## config.mk

```make
export PLATFORM = sky130hd
export DESIGN_NAME = accel_spi3_responder
export DESIGN_NICKNAME = d
export VERILOG_FILES = /design/src/rtl/accel_spi3_responder.sv
export SDC_FILE = /design/constraint.sdc
export NUM_CORES = 1
export LEC_CHECK = 0
export BUFFER_PORTS_ARGS = -buffer_cell sky130_fd_sc_hd__buf_4
export CORE_ASPECT_RATIO = 2
export CORE_MARGIN = 4
export CORE_UTILIZATION = 65
export CTS_BUF_LIST = sky130_fd_sc_hd__clkbuf_8
export DETAILED_ROUTE_END_ITERATION = 16
export PLACE_DENSITY = 0.85
export SYNTH_ARGS = -nofsm -noshare
export SYNTH_HDL_FRONTEND = slang
export SYNTH_SLANG_ARGS = --single-unit
```

## constraint.sdc

```tcl
create_clock -name clk_clk -period 35 [get_ports clk_clk]
set_input_delay 7 -clock clk_clk [delete_from_list [all_inputs] [get_ports clk_clk]]
set_output_delay 7 -clock clk_clk [all_outputs]
set_load 0.01 [all_outputs]
```

## src/rtl/accel_spi3_responder.sv

```systemverilog
// accel_spi3_responder: 3-wire SPI (mode 3) responder that emulates the
// accelerometer end of the sensor conduit. SCLK/CS_N/SDAT are oversampled in
// the clk_clk domain. The responder serves a 64x8 register map, and a local
// port loads X/Y/Z samples and raises DATA_READY.
// Optional build macro: ACCEL_SPI_RESP_TIMEOUT_EN. When it is defined, a
// transaction with CS low and SCLK stalled for TIMEOUT_CYCLES is aborted.
// Handshake: sample_valid is a one-cycle strobe with no back-pressure. A
// strobe is always accepted. With CS high the sample is applied directly.
// With CS low it is parked in a shadow buffer until the synchronized CS rise.
module accel_spi3_responder #(
  parameter logic [7:0] DEVID          = 8'hE5,
  parameter int         SYNC_STAGES    = 2,
  parameter int         TIMEOUT_CYCLES = 4096
) (
  input  logic        clk_clk,
  input  logic        reset_reset,
  input  logic        spi_sclk,
  input  logic        spi_cs_n,
  input  logic        spi_sdat_i,
  output logic        spi_sdat_o,
  output logic        spi_sdat_oe,
  input  logic        sample_valid,
  input  logic [15:0] sample_x,
  input  logic [15:0] sample_y,
  input  logic [15:0] sample_z,
  output logic        int_o,
  output logic        busy,
  output logic [2:0]  dbg_state
);

  typedef enum logic [2:0] {
    S_IDLE = 3'd0,
    S_CMD  = 3'd1,
    S_RD   = 3'd2,
    S_WR   = 3'd3
  } state_t;

  state_t                 state;
  logic [SYNC_STAGES-1:0] sclk_sync, cs_sync, sdat_sync;
  logic                   sclk_q, cs_q;
  logic                   sclk_s, cs_s, sdat_s;
  logic                   sclk_rise, sclk_fall, cs_rise, cs_fall;
  logic [2:0]             bit_cnt;
  logic [7:0]             sh;
  logic [5:0]             addr;
  logic                   mb;
  logic [7:0]             regs [0:63];
  logic [47:0]            data_q, shadow_q;
  logic                   shadow_pend, dready;
  logic                   timeout;
  logic                   load_en;
  logic [5:0]             load_addr, next_addr;

  assign sclk_s    = sclk_sync[SYNC_STAGES-1];
  assign cs_s      = cs_sync[SYNC_STAGES-1];
  assign sdat_s    = sdat_sync[SYNC_STAGES-1];
  assign sclk_rise = sclk_s & ~sclk_q;
  assign sclk_fall = ~sclk_s & sclk_q;
  assign cs_rise   = cs_s & ~cs_q;
  assign cs_fall   = ~cs_s & cs_q;
  assign busy      = ~cs_s;
  assign dbg_state = state;

  function automatic logic is_data(input logic [5:0] a);
    return (a >= 6'h32) && (a <= 6'h37);
  endfunction

  function automatic logic is_ro(input logic [5:0] a);
    return (a == 6'h00) || (a == 6'h30) || is_data(a);
  endfunction

  // Value presented by a register read; RO entries are synthesized here.
  function automatic logic [7:0] rd_val(input logic [5:0] a);
    case (a)
      6'h00:   return DEVID;
      6'h30:   return {dready, 7'b0};
      6'h32:   return data_q[7:0];
      6'h33:   return data_q[15:8];
      6'h34:   return data_q[23:16];
      6'h35:   return data_q[31:24];
      6'h36:   return data_q[39:32];
      6'h37:   return data_q[47:40];
      default: return regs[a];
    endcase
  endfunction

  // Synchronize the pad inputs and keep the previous value for edge detection.
  always_ff @(posedge clk_clk or posedge reset_reset) begin
    if (reset_reset) begin
      sclk_sync <= '1;
      cs_sync   <= '1;
      sdat_sync <= '1;
      sclk_q    <= 1'b1;
      cs_q      <= 1'b1;
    end else begin
      sclk_sync <= {sclk_sync[SYNC_STAGES-2:0], spi_sclk};
      cs_sync   <= {cs_sync[SYNC_STAGES-2:0], spi_cs_n};
      sdat_sync <= {sdat_sync[SYNC_STAGES-2:0], spi_sdat_i};
      sclk_q    <= sclk_s;
      cs_q      <= cs_s;
    end
  end

`ifdef ACCEL_SPI_RESP_TIMEOUT_EN
  localparam int TW = $clog2(TIMEOUT_CYCLES + 1);
  logic [TW-1:0] to_cnt;

  // Count clk_clk cycles with CS low and no SCLK edge; saturate at the limit.
  always_ff @(posedge clk_clk or posedge reset_reset) begin
    if (reset_reset) begin
      to_cnt <= '0;
    end else if (cs_s || sclk_rise || sclk_fall) begin
      to_cnt <= '0;
    end else if (to_cnt != TW'(TIMEOUT_CYCLES)) begin
      to_cnt <= to_cnt + 1'b1;
    end
  end

  assign timeout = (to_cnt == TW'(TIMEOUT_CYCLES));
`else
  assign timeout = 1'b0;
`endif

  // Decide whether this cycle loads a read byte, and from which address.
  always_comb begin
    load_en   = 1'b0;
    load_addr = addr;
    next_addr = mb ? addr + 6'd1 : addr;
    if (!(cs_rise || timeout) && sclk_rise && bit_cnt == 3'd7) begin
      if (state == S_CMD) begin
        load_addr = {sh[4:0], sdat_s};
        load_en   = sh[6];
      end else if (state == S_RD) begin
        load_addr = next_addr;
        load_en   = 1'b1;
      end
    end
  end

  // Transaction FSM, register file, sample/shadow handling and DATA_READY.
  always_ff @(posedge clk_clk or posedge reset_reset) begin
    if (reset_reset) begin
      state       <= S_IDLE;
      bit_cnt     <= 3'd0;
      sh          <= 8'h00;
      addr        <= 6'h00;
      mb          <= 1'b0;
      spi_sdat_o  <= 1'b1;
      spi_sdat_oe <= 1'b0;
      data_q      <= '0;
      shadow_q    <= '0;
      shadow_pend <= 1'b0;
      dready      <= 1'b0;
      for (int i = 0; i < 64; i++) regs[i] <= 8'h00;
    end else begin
      if (cs_rise || timeout) begin
        state       <= S_IDLE;
        bit_cnt     <= 3'd0;
        spi_sdat_o  <= 1'b1;
        spi_sdat_oe <= 1'b0;
      end else begin
        case (state)
          S_IDLE: begin
            if (cs_fall) begin
              state   <= S_CMD;
              bit_cnt <= 3'd0;
            end
          end
          S_CMD: begin
            if (sclk_rise) begin
              sh      <= {sh[6:0], sdat_s};
              bit_cnt <= bit_cnt + 3'd1;
              if (bit_cnt == 3'd7) begin
                addr <= load_addr;
                mb   <= sh[5];
                if (sh[6]) begin
                  state <= S_RD;
                  sh    <= rd_val(load_addr);
                end else begin
                  state <= S_WR;
                end
              end
            end
          end
          S_RD: begin
            if (sclk_fall) begin
              spi_sdat_o  <= sh[7];
              spi_sdat_oe <= 1'b1;
              sh          <= {sh[6:0], 1'b0};
            end else if (sclk_rise) begin
              bit_cnt <= bit_cnt + 3'd1;
              if (bit_cnt == 3'd7) begin
                addr <= load_addr;
                sh   <= rd_val(load_addr);
              end
            end
          end
          S_WR: begin
            if (sclk_rise) begin
              sh      <= {sh[6:0], sdat_s};
              bit_cnt <= bit_cnt + 3'd1;
              if (bit_cnt == 3'd7) begin
                if (!is_ro(addr)) regs[addr] <= {sh[6:0], sdat_s};
                addr <= next_addr;
              end
            end
          end
          default: state <= S_IDLE;
        endcase
      end

      // A direct sample wins over a pending shadow applied on the same cycle.
      if (sample_valid && cs_s) begin
        data_q <= {sample_z, sample_y, sample_x};
      end else if (cs_rise && shadow_pend) begin
        data_q <= shadow_q;
      end

      if (sample_valid && !cs_s) begin
        shadow_q    <= {sample_z, sample_y, sample_x};
        shadow_pend <= 1'b1;
      end else if (cs_rise) begin
        shadow_pend <= 1'b0;
      end

      if ((sample_valid && cs_s) || (cs_rise && shadow_pend)) begin
        dready <= 1'b1;
      end else if (load_en && is_data(load_addr)) begin
        dready <= 1'b0;
      end
    end
  end

  // Interrupt output: DATA_READY gated by INT_ENABLE bit 7.
  always_ff @(posedge clk_clk or posedge reset_reset) begin
    if (reset_reset) int_o <= 1'b0;
    else             int_o <= dready & regs[6'h2E][7];
  end

endmodule
```

# Word level (Yosys, flattened, before mapping)
# Cells that the tools add are included.
[totals] ff_bits=642 inputBits=54 out_inout_bits=7 elab_cells=210
[classes] add_sub_neg=2 order_cmp=7 n_eq_ne=23 n_mux=51 n_bitwise=13 n_reduce_logical=33
[ops] cell="$bwmux 512" count=1
[ops] cell="$mux 48" count=2
[ops] cell="$mux 8" count=10
[ops] cell="$pmux 8 s8" count=1
[ops] cell="$mux 6" count=9
[ops] cell="$bmux 8 s6" count=1
[ops] cell="$demux 8 s6" count=1
[ops] cell="$eq 6x6->1 const B" count=8
[ops] cell="$mux 3" count=8
[ops] cell="$pmux 8 s3" count=1
[ops] cell="$ne 3x3->1 const B" count=6
[ops] cell="$pmux 3 s3" count=2
[ops] cell="$pmux 6 s3" count=1
[ops] cell="$ge 7x7->1 const B" count=2
[ops] cell="$mux 1" count=14
[ops] cell="$not 6->7" count=2
[ops] cell="$ge 6x6->1 const B" count=2
[ops] cell="$le 6x6->1 const B" count=2
[ops] cell="$logic_not 6->1" count=2
[ops] cell="$reduce_and 5->1" count=2
[ops] cell="$reduce_bool 2->1" count=5
[ops] cell="$logic_and 1x1->1" count=9
[ops] cell="$ne 2x2->1 const B" count=4
[ops] cell="$reduce_and 4->1" count=2
[ops] cell="18 further kinds" count=32

# Logic depth before layout (Yosys ltp)
# Gate-level depths: netlist of run 1.
[logic_depth] depth_word=15 ltp_mapped=17 depth_no_buf=11

# Least setup slack after synthesis of run 1
# Ideal clock, no wire load.
[synth_path] path_type="input port to flip-flop" from="input port sample_valid" to="register shadow_q[0]" setup_ps=125 t_arrival_ps=8271 required_time_ps=34875 path_slack_ps=26604 path_stages=4 path_buffers=2 cell_sequence="nor2b_1 > clkbuf_1 > buf_1 > mux2_2"
[synth_via] elab_chain_len=1
[synth_lines] item="from (decl)" line="22" text="input logic sample_valid,"
[synth_lines] item="$logic_and 1x1->1" line="219" text="if (sample_valid && !cs_s) begin"
[synth_lines] item="to (signal assigned)" line="220" text="shadow_q <= {sample_z, sample_y, sample_x};"
[synth_lines] item="to (decl)" line="48" text="logic [47:0] data_q, shadow_q;"
# No other way between the ends.
# A chain may end at the register's enable or synchronous reset.

==> results of run 1 <==
[flip-flops by register name, summed over array words and instances (netlist names)]
signal	flops
int_o	1
sclk_sync	2
regs	504
spi_sdat_o	1
dready	1
addr	6
cs_sync	2
shadow_q	48
dbg_state	2
cs_q	1
sh	8
mb	1
bit_cnt	3
data_q	48
sclk_q	1
spi_sdat_oe	1
shadow_pend	1
sdat_sync	2
[layer usage]
layer,track usage,share of wire
met5,0,0
met4,0.266,0.090
met3,0.0787,0.077
met2,0.575,0.50
met1,0.377,0.33
[path summary, 6_finish.rpt]
path / to / cells after the start / start
max reg2reg: sh[1] / 11 / addr[1]
max: regs[44] / 5 / reset_reset
min: cs_sync[1] / 0 / cs_sync[0]
max in group clk_clk: dbg_state[0] / 1 / dbg_state[0]
min in group asynchronous: regs[389] / 2 / reset_reset
min reg2reg: cs_sync[1] / 0 / cs_sync[0]
[cell usage after synthesis, drive strengths merged, types with 11 or more instances]
master,number
a21oi,47
a31oi,16
and3,12
buf,71
clkbuf,136
dfrtp,624
inv,14
mux2,468
mux2i,89
mux4,82
nand2,282
nand3,78
nand4,16
nor2,102
nor3,27
o21ai,131
o22ai,17
o31ai,11
[critical path: cells and delay by family]
family	cells	cell delay (ns)
buf+inv	5	3.48
[cell type report]
cell class	instances	area, um^2	area share
repair buffers	94	731	0.0230
well taps	560	701	0.0220
clock buffers	114	1570	0.0493
inverters	17	71.3	0.00224
clock inverters	45	280	0.00881
flip-flops and latches	633	15900	0.499
diodes	2	5.00	0.000157
multi-input cells	1504	12600	0.396
[per-stage QoR]
stage               hold slack, ns  setup slack (ns)  area [um^2]  power, mW   util
detailed placement           0.348             24.01        29900      0.944  0.665
global placement             0.346             24.24        29900      0.934  0.665
global route                 0.355             24.21        31800       1.58  0.707
CTS                          0.357             24.74        31800       1.53  0.706
floorplan                    0.345             10.28        29600      0.880      -
finish                       0.357             24.82        31800       1.53  0.707
[cells by family after synthesis]
| logic type | after synthesis | share of synthesized area |
|---|---|---|
| AOI/OAI and AO/OA | 293 | 0.0640 |
| DFF | 633 | 0.536 |
| adders and majority gates | 8 | 0.00339 |
| other | 1 | 0.000127 |
| muxes | 639 | 0.272 |
| and+or+nand+nor | 560 | 0.0838 |
| buffers and inverters | 224 | 0.0392 |
| xor gates and xnor gates | 3 | 0.000889 |
[power by group through the flow]
stage	clock, mW	combinational [mW]	sequential [mW]
after floorplan	0	0.100	0.780
after global placement	0	0.150	0.784
after detailed placement	0	0.158	0.786
after CTS	0.601	0.159	0.773
after global routing	0.637	0.171	0.775
final	0.597	0.162	0.773
[cells in the final DEF (no fill, tap or decap), types with 9 or more instances in the layout]
cell type and instances:
a21oi_1 47, a31oi_1 16, and3_1 12, buf_4 92, clkbuf_8 114, clkinv_2 15
dfrtp_1 620, dfstp_2 9, inv_1 37, mux2_2 468, mux2i_1 89, mux4_1 10
mux4_2 72, nand2_1 280, nand3_1 77, nand4_1 16, nor2_1 101, nor3_1 24
o21ai_0 125, o22ai_1 17
==> key figures, run 1 <==
Logic synthesis
  – Synth Register Bits: between 600 and 700
  – Seq/Total Area, Yosys: 0.536
  – Unique cell type count in the Yosys netlist: roughly 90
  – Syn_nets: 2423
  – Post-synth EDFFs: 0
  – Post-Syn Area per Cell: 12.5 um^2
  – Yosys top cell area share: 0.528
  – Leading area contributor after synthesis: dfrtp_1
  – Cell area after synthesis: 29600 um^2
  – Post-synth ARST share: 1.00
  – Top cells by area, synth: dfrtp_1 (53%), mux2_2 (18%), mux4_2 (5.5%)
  – Ys Warns: 0
  – Mapped Cells: 2361
  – Top FF cell, synth: dfrtp_1

Worst setup path
  – CP endpoint kind: asynchronous set/reset pin
  – Crit-path cells: buf_4, inv_8, buf_4, buf_4, buf_4
  – Critical Path RT: ~36 ns
  – Worst path slowest cell: buf_4
  – Max FO, Critical Path: around 160
  – Crit Path Category: in -> async
  – CP startpoint kind: input pin
  – Reg2Reg Setup Slack: 29.25 ns
  – Critical path's largest stage delay: 0.98 ns
  – Crit path DAT: roughly 11 ns
  – Most used cell, CP: buf_4

Clock network
  – Root Driver: clkbuf_8
  – CTS buffer count: 87
  – # resized after CTS: 0
  – CTS sink count: 633
  – Longest Clk Path Bufs: 3
  – Worst skew pair latency: 0.68 ns
  – CTS tree: yes
  – Setup repair bufs after CTS: 0
  – H-tree levels: 3
  – Reg clk slew, reported paths: about 0.07 ns
  – CTS Hold Bufs: 0

Power and ir drop
  – Fraction of power spent switching nets: 0.275
  – Clock Power Share: 0.390
  – Sw power: between 0.4 and 0.5 mW
  – Pwr per Cell Area: roughly 48 nW/um^2
  – Sequential power share: 0.505
  – Internal: 1.11 mW
  – Max rail drop VDD: 0.0400 mV
  – Total leakage power: 15.2 nW
  – Combinational Power Share: 0.106

Detailed routing
  – DR WL/cell: 28.1 um
  – WL final: 83300 um
  – DRC viols: 0
  – DR iter-0 viols: 2106
  – Vias: 20.3k
  – Via-per-instance ratio: about 6.8
  – Pre-Repair DR Iteration Count: 6
  – Post-DRT Antenna Nets: 0

STA
  – Max Slew Vio Count: 0
  – Highest clock rate: 0.0982 GHz
  – Slew margin rel.: 0.127
  – Tightest Pin Transition: 1.31 ns
  – Unrepaired setup endpoints after global routing: no
  – Final hold violation count: 0
  – # setup viols final: 0
  – Setup TNS Final: 0 ns
  – Final period util: 0.291
  – Clock skew: 0.0273 ns
  – Min cycle time layout: a little over 10 ns

Global route
  – Number of global-route vias before repair: 21.6k
  – Initial antenna violation count: 2
  – First-pass GRT wire length: ~130000 um
  – Global Route Usage Sum: 0.342
  – Largest net degree at the start of global routing: 163
  – GRT overflow: 0

Placement
  – # port buffers: a little under 60
  – Total placed cells including tap cells: 2808
  – Detailed Place HPWL: roughly 54000 um
  – Final GP Congestion: 1.00

Run
  – MaxCap Viol Count: 0

Layout
  – Layout cell share with drive strength beyond 1: 0.337
  – Fin nets: 2399
  – Layout area overhead: 7.59%
  – Layout Cells excl Fill: around 3.0k
  – Fillcell total: 2901

Floorplanning
  – Core Footprint: 45000 um^2
  – Full die area: 49200 um^2
  – I/O pin count: 61
  – FP Rows: 110
  – Die W: around 160 um
  – Starting Density: 0.657
  – Die height: approximately 310 um

Min path
  – Min-delay worst type: reg -> reg

Outcome
  – Outcome: complete, no violations
No activity file was read; power rests on OpenSTA's default activity.
==> run 2, diff against run 1 <==
clock period = 10 ns   (was 35 ns; I/O delays follow)
==> run 2 against run 1 <==
Against the previous run: clock skew is 0.0058 ns higher; clock power increased to 3.5 times the previous value; final cell count decreased by 0.13%; power rose to 3.5 times the previous value; first-iteration DRC count is 2.6% lower; combinational power rose to 3.5 times the previous value; sequential share of layout area is essentially flat; setup slack got worse by 20 ns; global-route usage rose by 0.68 points; via count increased by 0.32%; highest routed layer unchanged.
==> key figures, run 2 (same netlist as run 1, synthesis figures left out) <==
Layout
  – Finished Core Util: 0.707
  – Largest Register: regs
  – Final Instance Area: 31800 um^2
  – Layout area overhead: 7.64%
  – Max reg flops: between 500 and 600
  – Layout Cells excl Fill: 2965
  – Fin nets: 2393
  – Commonest non-fill, non-tap cell in the layout: dfrtp_1
  – Top flop regs: regs: 504 flops, data_q: 48 flops, shadow_q: 48 flops
  – Commonest cells after routing, fill and taps aside: dfrtp_1 (619), mux2_2 (468), nand2_1 (280)
  – Layout cell share with drive strength beyond 1: 0.338

STA
  – Highest clock rate: 0.177 GHz
  – Max Slew Vio Count: 0
  – Unrepaired setup endpoints after global routing: no
  – # setup viols final: 0
  – Slew margin rel.: 0.134
  – Final WS setup: between 4 and 5 ns
  – Final period util: 0.565
  – Setup TNS Final: 0 ns
  – Tightest Pin Transition: 1.28 ns
  – Clock skew: approximately 0.033 ns
  – Hold Slack: between 0.3 and 0.4 ns
  – Min cycle time layout: approximately 5.7 ns
  – Final hold violation count: 0

Worst setup path
  – Crit Path Category: reg -> reg
  – Worst path slowest cell: nor3_1
  – Crit path buf inv count: 3
  – Critical path's top delay family: compound AO/OA/AOI/OAI gates
  – Crit. Startpoint: sdat_sync[1]
  – CP endpoint kind: flop
  – Crit path DAT: roughly 6.2 ns
  – Critical Path RT: 10.50 ns
  – Worst R2R Start: sdat_sync[1]
  – Critical path's largest stage delay: 0.93 ns
  – CP startpoint kind: flop
  – Max FO, Critical Path: 111
  – Crit-path cells: buf_4, inv_1, a22o_4, a21boi_4, buf_12, mux4_2, a22oi_1, a31oi_1, nor3_1, o22ai_1

Detailed routing
  – WL final: around 85000 um
  – Met3 Wirelength: about 7000 um
  – DR iter-0 viols: 2052
  – Met1 Wirelength: ~28000 um
  – Vias: 20.4k
  – DR WL/cell: 28.8 um
  – Metal2 WL: 41500 um
  – Pre-Repair DR Iteration Count: 6
  – Post-DRT Antenna Nets: 0
  – Via-per-instance ratio: between 6 and 7
  – Top sig layer: met4
  – DRC viols: 0

Placement
  – Detailed Place HPWL: 55700 um
  – Post-place setup slack: approximately 5 ns
  – # port buffers: 59
  – Total placed cells including tap cells: around 2.8k
  – Final GP Congestion: between 1 and 1.5
  – Placed cell area: about 30000 um^2

Floorplanning
  – Die height: 310 um
  – Starting Density: 0.657
  – I/O pin count: 61
  – Core Footprint: 45000 um^2
  – Die W: between 150 and 200 um
  – FP Rows: 110
  – Full die area: 49200 um^2

Min path
  – Hold_sp: sclk_sync[0]
  – Min-delay worst type: reg -> reg

Clock network
  – Setup repair bufs after CTS: 0
  – # resized after CTS: 0
  – Reg clk slew, reported paths: 0.07 ns
  – CTS Hold Bufs: 0
  – Longest Clk Path Bufs: 3
  – CTS buffer count: between 80 and 90
  – Worst skew pair latency: 0.70 ns
  – CTS tree: yes
  – H-tree levels: 3
  – CTS sink count: 633
  – Root Driver: clkbuf_8

Global route
  – Largest net degree at the start of global routing: 208
  – Initial antenna violation count: 2
  – First-pass GRT wire length: 130000 um
  – GRT overflow: 0
  – Number of global-route vias before repair: 21.5k
  – Global Route Usage Sum: 0.349

Power and ir drop
  – Pwr per Cell Area: 170 nW/um^2
  – Pwr Total: approximately 5.4 mW
  – Total leakage power: 15.2 nW
  – Max rail drop VDD: 0.127 mV

Outcome
  – Outcome: complete, no violations

Run
  – MaxCap Viol Count: 0
[run 2: cell types whose count changed in the layout (fill, tap and decap cells not counted), sizes merged]
cell and change:
buf -5, clkinvlp +3, clkbuf -2, clkinv +2, bufinv +1, inv -3
[run 2: where the power goes]
| group | switching (mW) | internal, mW | total (mW) |
|---|---|---|---|
| Combinational | 0.433 | 0.141 | 0.574 |
| Clock | 0.999 | 1.11 | 2.11 |
| Sequential | 0.0649 | 2.64 | 2.71 |
[run 2: path summary, 6_finish.rpt]
| check | to | slack (ns) | cells after the start |
|---|---|---|---|
| max | sh[7] | 4.35 | 10 |
| min | sclk_sync[1] | 0.35 | 0 |
| max reg2reg | sh[7] | 4.35 | 10 |
| min reg2reg | sclk_sync[1] | 0.35 | 0 |
| max in group asynchronous | regs[58] | 6.07 | 4 |
| min in group asynchronous | regs[452] | 1.45 | 2 |
[run 2: layout make-up]
| class | count | area (um^2) |
|---|---|---|
| sequential | 633 | 15900 |
| inverter | 17 | 67.6 |
| multi-input combinational | 1504 | 12600 |
| tap | 560 | 701 |
| antenna | 2 | 5.00 |
| clock buffer | 112 | 1540 |
| fill | 2906 | 13200 |
| clock inverter | 48 | 323 |
| timing repair buffer | 89 | 718 |
[run 2: per-layer routing]
metal	up-vias	track usage
li1	8419	-
met1	10300	0.386
met2	1235	0.578
met3	450	0.0727
met4	0	0.296
met5	-	0
[run 2: worst reg2reg max path: cells and delay by family (launching register included)]
family	cells	cell delay [ns]
compound gates	5	1.77
simple gates	1	0.93
buf+inv	3	1.42
flops	1	0.51
mux	1	0.82
